$ cat config.mk
export PLATFORM = sky130hd
export DESIGN_NAME = argmax_sched
export DESIGN_NICKNAME = d
export VERILOG_FILES = /design/src/rtl/argmax_sched.sv
export SDC_FILE = /design/constraint.sdc
export NUM_CORES = 1
export LEC_CHECK = 0
export ABC_CLOCK_PERIOD_IN_PS = 2300
export CORE_AREA = 2 2 195 197
export DETAILED_ROUTE_END_ITERATION = 6
export DIE_AREA = 0 0 197 199
export GPL_ROUTABILITY_DRIVEN = 0
export SLEW_MARGIN = 15
export SYNTH_ARGS = -nofsm -noshare
export SYNTH_HDL_FRONTEND = slang
export SYNTH_SLANG_ARGS = --single-unit
$ cat constraint.sdc
create_clock -name clk -period 2.3 [get_ports clk]
set_clock_uncertainty 0.1 [all_clocks]
set_input_delay 0.23 -clock clk [delete_from_list [all_inputs] [get_ports clk]]
set_output_delay 0.23 -clock clk [all_outputs]
set_load 0.005 [all_outputs]
$ cat src/rtl/argmax_sched.sv
// argmax_sched
// ------------
// Time-shares one external argmax unit among NUM_REQ requesters. Only one
// transaction is in flight at a time: a requester's score vector is accepted,
// buffered and launched to the unit. The scheduler then waits for the winning
// index, or gives up after TIMEOUT cycles, and holds the result until the
// consumer accepts it. The next grant goes to the first valid requester after
// the one served last, so requesters are served round-robin.
//
// Ports
//   clk, rst_n     clock (rising edge) and asynchronous active-low reset
//   req_valid      per-requester offer of a score vector
//   req_ready      per-requester accept (combinational, at most one bit high)
//   req_data       requester i owns slice [i*inData*dataWidth +: inData*dataWidth]
//   mf_in_valid    one-cycle start pulse to the argmax unit
//   mf_in_data     buffered vector presented to the argmax unit
//   mf_out_valid   result pulse from the argmax unit
//   mf_out_data    winning index from the argmax unit
//   rsp_valid      result available (held until rsp_ready)
//   rsp_ready      consumer accept
//   rsp_id         requester that owns the result
//   rsp_class      winning class index (0 on timeout)
//   rsp_err        argmax unit timed out
//   busy           high whenever a transaction is in progress
module argmax_sched #(
    parameter int NUM_REQ   = 2,
    parameter int inData    = 10,
    parameter int dataWidth = 16,
    parameter int outWidth  = $clog2(inData),
    parameter int IDW       = (NUM_REQ > 1 ? $clog2(NUM_REQ) : 1),
    parameter int TIMEOUT   = 63
) (
    input  logic                                 clk,
    input  logic                                 rst_n,
    input  logic [NUM_REQ-1:0]                   req_valid,
    output logic [NUM_REQ-1:0]                   req_ready,
    input  logic [NUM_REQ*inData*dataWidth-1:0]  req_data,
    output logic                                 mf_in_valid,
    output logic [inData*dataWidth-1:0]          mf_in_data,
    input  logic                                 mf_out_valid,
    input  logic [outWidth-1:0]                  mf_out_data,
    output logic                                 rsp_valid,
    input  logic                                 rsp_ready,
    output logic [IDW-1:0]                       rsp_id,
    output logic [outWidth-1:0]                  rsp_class,
    output logic                                 rsp_err,
    output logic                                 busy
);

    localparam int VW = inData * dataWidth;
    // Counter must be able to hold TIMEOUT-1, the last WAIT cycle.
    localparam int CW = $clog2(TIMEOUT + 1);

    typedef enum logic [1:0] {
        S_IDLE,
        S_LAUNCH,
        S_WAIT,
        S_RESP
    } state_t;

    state_t              state_q, state_d;
    logic [VW-1:0]       buf_q, buf_d;
    logic [IDW-1:0]      id_q, id_d;
    logic [IDW-1:0]      last_grant_q, last_grant_d;
    logic [CW-1:0]       wait_cnt_q, wait_cnt_d;
    logic [outWidth-1:0] rsp_class_q, rsp_class_d;
    logic                rsp_err_q, rsp_err_d;

    logic                grant_found;
    logic [IDW-1:0]      grant_idx;
    logic [VW-1:0]       req_vec [NUM_REQ];

    // Split the flat request bus into one vector per requester.
    generate
        for (genvar gi = 0; gi < NUM_REQ; gi++) begin : g_slice
            assign req_vec[gi] = req_data[gi*VW +: VW];
        end
    endgenerate

    // Requester index 'off' positions after the one just past last_grant.
    function automatic int wrap_idx(input logic [IDW-1:0] base, input int off);
        int v;
        v = int'(base) + 1 + off;
        if (v >= NUM_REQ) begin
            v = v - NUM_REQ;
        end
        return v;
    endfunction

    // Round-robin search, re-evaluated every cycle so a requester that drops
    // req_valid before being accepted simply loses the grant.
    always_comb begin
        grant_found = 1'b0;
        grant_idx   = '0;
        for (int i = 0; i < NUM_REQ; i++) begin
            if (!grant_found && req_valid[wrap_idx(last_grant_q, i)]) begin
                grant_found = 1'b1;
                grant_idx   = IDW'(wrap_idx(last_grant_q, i));
            end
        end
    end

    generate
        for (genvar gi = 0; gi < NUM_REQ; gi++) begin : g_ready
            assign req_ready[gi] = (state_q == S_IDLE) && grant_found &&
                                   (grant_idx == IDW'(gi));
        end
    endgenerate

    always_comb begin
        state_d      = state_q;
        buf_d        = buf_q;
        id_d         = id_q;
        last_grant_d = last_grant_q;
        wait_cnt_d   = wait_cnt_q;
        rsp_class_d  = rsp_class_q;
        rsp_err_d    = rsp_err_q;

        case (state_q)
            S_IDLE: begin
                // grant_found implies req_valid & req_ready for the winner.
                if (grant_found) begin
                    buf_d   = req_vec[grant_idx];
                    id_d    = grant_idx;
                    state_d = S_LAUNCH;
                end
            end
            S_LAUNCH: begin
                wait_cnt_d = '0;
                state_d    = S_WAIT;
            end
            S_WAIT: begin
                // A result arriving on the final WAIT cycle still wins over
                // the timeout.
                if (mf_out_valid) begin
                    rsp_class_d = mf_out_data;
                    rsp_err_d   = 1'b0;
                    state_d     = S_RESP;
                end else if (wait_cnt_q == CW'(TIMEOUT - 1)) begin
                    rsp_class_d = '0;
                    rsp_err_d   = 1'b1;
                    state_d     = S_RESP;
                end else begin
                    wait_cnt_d = wait_cnt_q + 1'b1;
                end
            end
            S_RESP: begin
                if (rsp_ready) begin
                    last_grant_d = id_q;
                    state_d      = S_IDLE;
                end
            end
            default: begin
                state_d = S_IDLE;
            end
        endcase
    end

    always_ff @(posedge clk or negedge rst_n) begin
        if (!rst_n) begin
            state_q      <= S_IDLE;
            buf_q        <= '0;
            id_q         <= '0;
            // Pointing at the last requester makes requester 0 win first.
            last_grant_q <= IDW'(NUM_REQ - 1);
            wait_cnt_q   <= '0;
            rsp_class_q  <= '0;
            rsp_err_q    <= 1'b0;
        end else begin
            state_q      <= state_d;
            buf_q        <= buf_d;
            id_q         <= id_d;
            last_grant_q <= last_grant_d;
            wait_cnt_q   <= wait_cnt_d;
            rsp_class_q  <= rsp_class_d;
            rsp_err_q    <= rsp_err_d;
        end
    end

    assign mf_in_valid = (state_q == S_LAUNCH);
    assign mf_in_data  = buf_q;
    assign rsp_valid   = (state_q == S_RESP);
    assign rsp_id      = id_q;
    assign rsp_class   = rsp_class_q;
    assign rsp_err     = rsp_err_q;
    assign busy        = (state_q != S_IDLE);

endmodule

==> reports/qor.yml <==
timing:
  finalHoldWorstSlack_ns: 0.221
  report.final.slew_viol_count: 0
  hold_viol_final: 0
  timing.final.crit_period_ns: 2.11
  tightest_slew_ns: 0.474
  max-slew-margin-rel: 0.684
  layout_worst_path_cycle_share: 0.917
  timing.fmax_mhz: 474
  timing.setup.tns_ns: 0
  setup_viol: 0
  rsz0062_at_grt: "false"
synth:
  synth.distinct_cells: 35
  mux_cell_area_share_after_synthesis: 0.00141
  synth_nets: 986
  ys_ff_latch: 175
  yosys.cell_count.top_type: "sky130_fd_sc_hd__dfrtp_1"
  synth.top_cells.by_area: "sky130_fd_sc_hd__dfrtp_1, sky130_fd_sc_hd__a221o_1, sky130_fd_sc_hd__and3_1, sky130_fd_sc_hd__buf_6, sky130_fd_sc_hd__clkbuf_1"
  ys_top_cells_by_count: "sky130_fd_sc_hd__dfrtp_1, sky130_fd_sc_hd__and3_1, sky130_fd_sc_hd__a221o_1"
  synth-main-ff-cell: "sky130_fd_sc_hd__dfrtp_1"
  syn-instance-count: 649
  ys.warnings.count: 0
  synth-compound-area-share: 0.231
  synth_top_family_by_area: "compound AO/OA/AOI/OAI gates"
  synth_largest_area_cell: "sky130_fd_sc_hd__dfrtp_1"
  synthSimpleGateAreaFrac: 0.145
  synth_async_sr_flop_share: 1.00
  synthXorXnorAreaFrac: 0
  syn-mean-instance-area_um2: 12.3
  number_of_synthesized_flops_with_an_enable_pin: 0
  syn_area_um2: 7990
  synth_top_area_share: 0.545
  synth_sequential_area_ratio: 0.548
  yosys.area_share.adder: 0.0110
hold_path:
  hold_class: "input pin to asynchronous set/reset pin"
setup_path:
  critical_path.top_delay_family: "buffers and inverters"
  timing.critical_path.to_type: "output pin"
  kind_of_start_point_of_the_critical_path: "register"
  cp_max_fo: 4
  critPathRequiredTime_ns: 1.97
  cp_slowest_cell: "sky130_fd_sc_hd__clkdlybuf4s50_1"
  critical_path_cell_by_cell: "inv_2 -> ha_4 -> buf_4 -> inv_1 -> clkdlybuf4s50_1"
  worstPathBufferInverterCount: 4
  timing.critical_path.arrival_ns: 1.78
  cpPeakStageDelay_ns: 0.51
  classification_of_the_worst_setup_path: "register to output pin"
finish:
  layout-area-overhead-vs-synth_pct: 77.3
  num-fill-cells: 3650
  layout.area.seq_um2: 4380
  multi_input_comb_area_um2: 3130
  drive_above_1_share: 0.0599
  finalNetCount: 1460
drt:
  route.detailed.drc: 0
  drt-pass1-iter-count: 4
  routed-via-count: 7809
  postRouteWirelength_um: 33000
  detail_route.iter0.violations: 446
  final_antenna_net_count: 0
  vias_per_cell: 4.84
  avg_wl_per_cell_um: 20.5
clock_tree:
  clock_network_latency_to_the_later_pin_of_the_worst_skew_pair_ns: 0.45
  cts.reportedPaths.clkPinSlew_ns: 0.07
  ctsHtreeMaxLevel: 4
  tritoncts_num_sinks: 175
  cts_root_buffer: "sky130_fd_sc_hd__clkbuf_16"
  cts_buffer_depth: 2
  cts_inserted_buffers: 17
  tritoncts: "yes"
floorplanning:
  fp.dieArea_um2: 39200
  std_cell_rows: 71
  io_pins: 501
  floorplan.initialDensity: 0.215
  die_height_um: 199
  core_um2: 37100
  die_w_um: 197
global_routing:
  grt_overflow: 0
  groute.usage.overall: 0.163
  grt_pass1_wl_um: 48200
  grt_antenna_before_repair: 4
  via_count_of_the_first_global_routing_pass: 7929
  grt_max_degree: 90
run:
  max_cap_viol_count: 0
pwr:
  ir_worst_vdd_v: 0.000505
  power.leakage_nw: 6.34
  p_per_area_nw_per_um2: 1160
placed_design:
  place.port_buffers: 500
  detailed_place_hpwl_um: 23900
outcome:
  status: "finished clean"
[placed cells by master (no fill, tap or decap), drive strengths merged, types with 2 or more instances in the layout]
cell           count
a31oi              2
nand2              6
bufinv             4
a21o               2
a221o            160
and2               2
clkinv             6
nand2b             5
diode              2
a211oi             2
o22ai              2
clkbuf            23
a21oi              7
a211o              6
dfrtp            174
o21ai              2
dlygate4sd2        2
o211ai             6
nand3              7
clkdlybuf4s50    497
and3             161
buf               29
ha                 7
inv               11
[path summary, 6_finish.rpt]
path / depth (start not counted) / slack (ns) / start / endpoint
max: 5 / 0.19 / state_q[0] / busy
min in group clk: 3 / 0.28 / mf_out_data[2] / rsp_class[2]
max reg2reg: 7 / 0.37 / state_q[0] / mf_in_data[109]
min: 2 / 0.22 / rst_n / rsp_class[1]
max in group asynchronous: 3 / 1.20 / rst_n / last_grant_q
min reg2reg: 1 / 0.41 / mf_in_data[156] / mf_in_data[156]
[report_power, final]
group | leakage (nW) | switching (W) | internal [W] | total [W]
clock | 0.302 | 0.00129 | 0.00185 | 0.00314
combinational | 3.86 | 0.00303 | 0.00486 | 0.00789
sequential | 2.17 | 0.000905 | 0.00452 | 0.00543
total | 6.34 | 0.00522 | 0.0112 | 0.0165
[registers in the layout, summed over array words and instances (netlist names)]
signal and count:
state_q 2, mf_in_data 160, rsp_err 1, wait_cnt_q 6
rsp_class 4, rsp_id 1, last_grant_q 1
[area by class of cell]
cell class,instances,area share
Multi-Input combinational cell,388,0.221
Sequential cell,175,0.309
Clock buffer,22,0.0321
Clock inverter,10,0.0114
Inverter,11,0.00291
Antenna cell,2,0.000353
Timing Repair Buffer,530,0.381
Tap cell,474,0.0419
[routing by layer]
metal,vias to the layer above,wire length (µm),GRT usage
li1,3559,-,-
met1,3840,13900,0.202
met5,-,0,0
met2,374,15400,0.261
met4,0,636,0.0535
met3,36,3060,0.0605
[repair_timing]
action / CTS / global route
endpoints found under the setup margin: 3 / 0
setup buffers: 2 / 0
hold buffers: 1 / 0
resized for setup: 6 / 0
endpoints found under the hold margin: 46 / 0
[per-stage QoR]
stage | std cells | util | total power [W] | cell area [µm²] | setup WS, ns
after detailed placement | 1575 | 0.364 | 0.0133 | 13500 | 0.212
after floorplan | 649 | - | 0.00866 | 7990 | 0.440
after global routing | 1610 | 0.381 | 0.0175 | 14200 | 0.105
after CTS | 1610 | 0.381 | 0.0167 | 14200 | 0.143
final | 1612 | 0.381 | 0.0165 | 14200 | 0.192
after global placement | 1575 | 0.364 | 0.0133 | 13500 | 0.242
[cells by family (layout without fill, tap and decap cells)]
family	count (synthesis)	in the layout
AOI/OAI and AO/OA	193	193
DFF	175	175
other	0	2
and+or+nand+nor	187	187
muxes	1	1
buffers and inverters	86	573
adders and majority gates	7	7
Note: power is estimated with default switching activity, not from simulation.
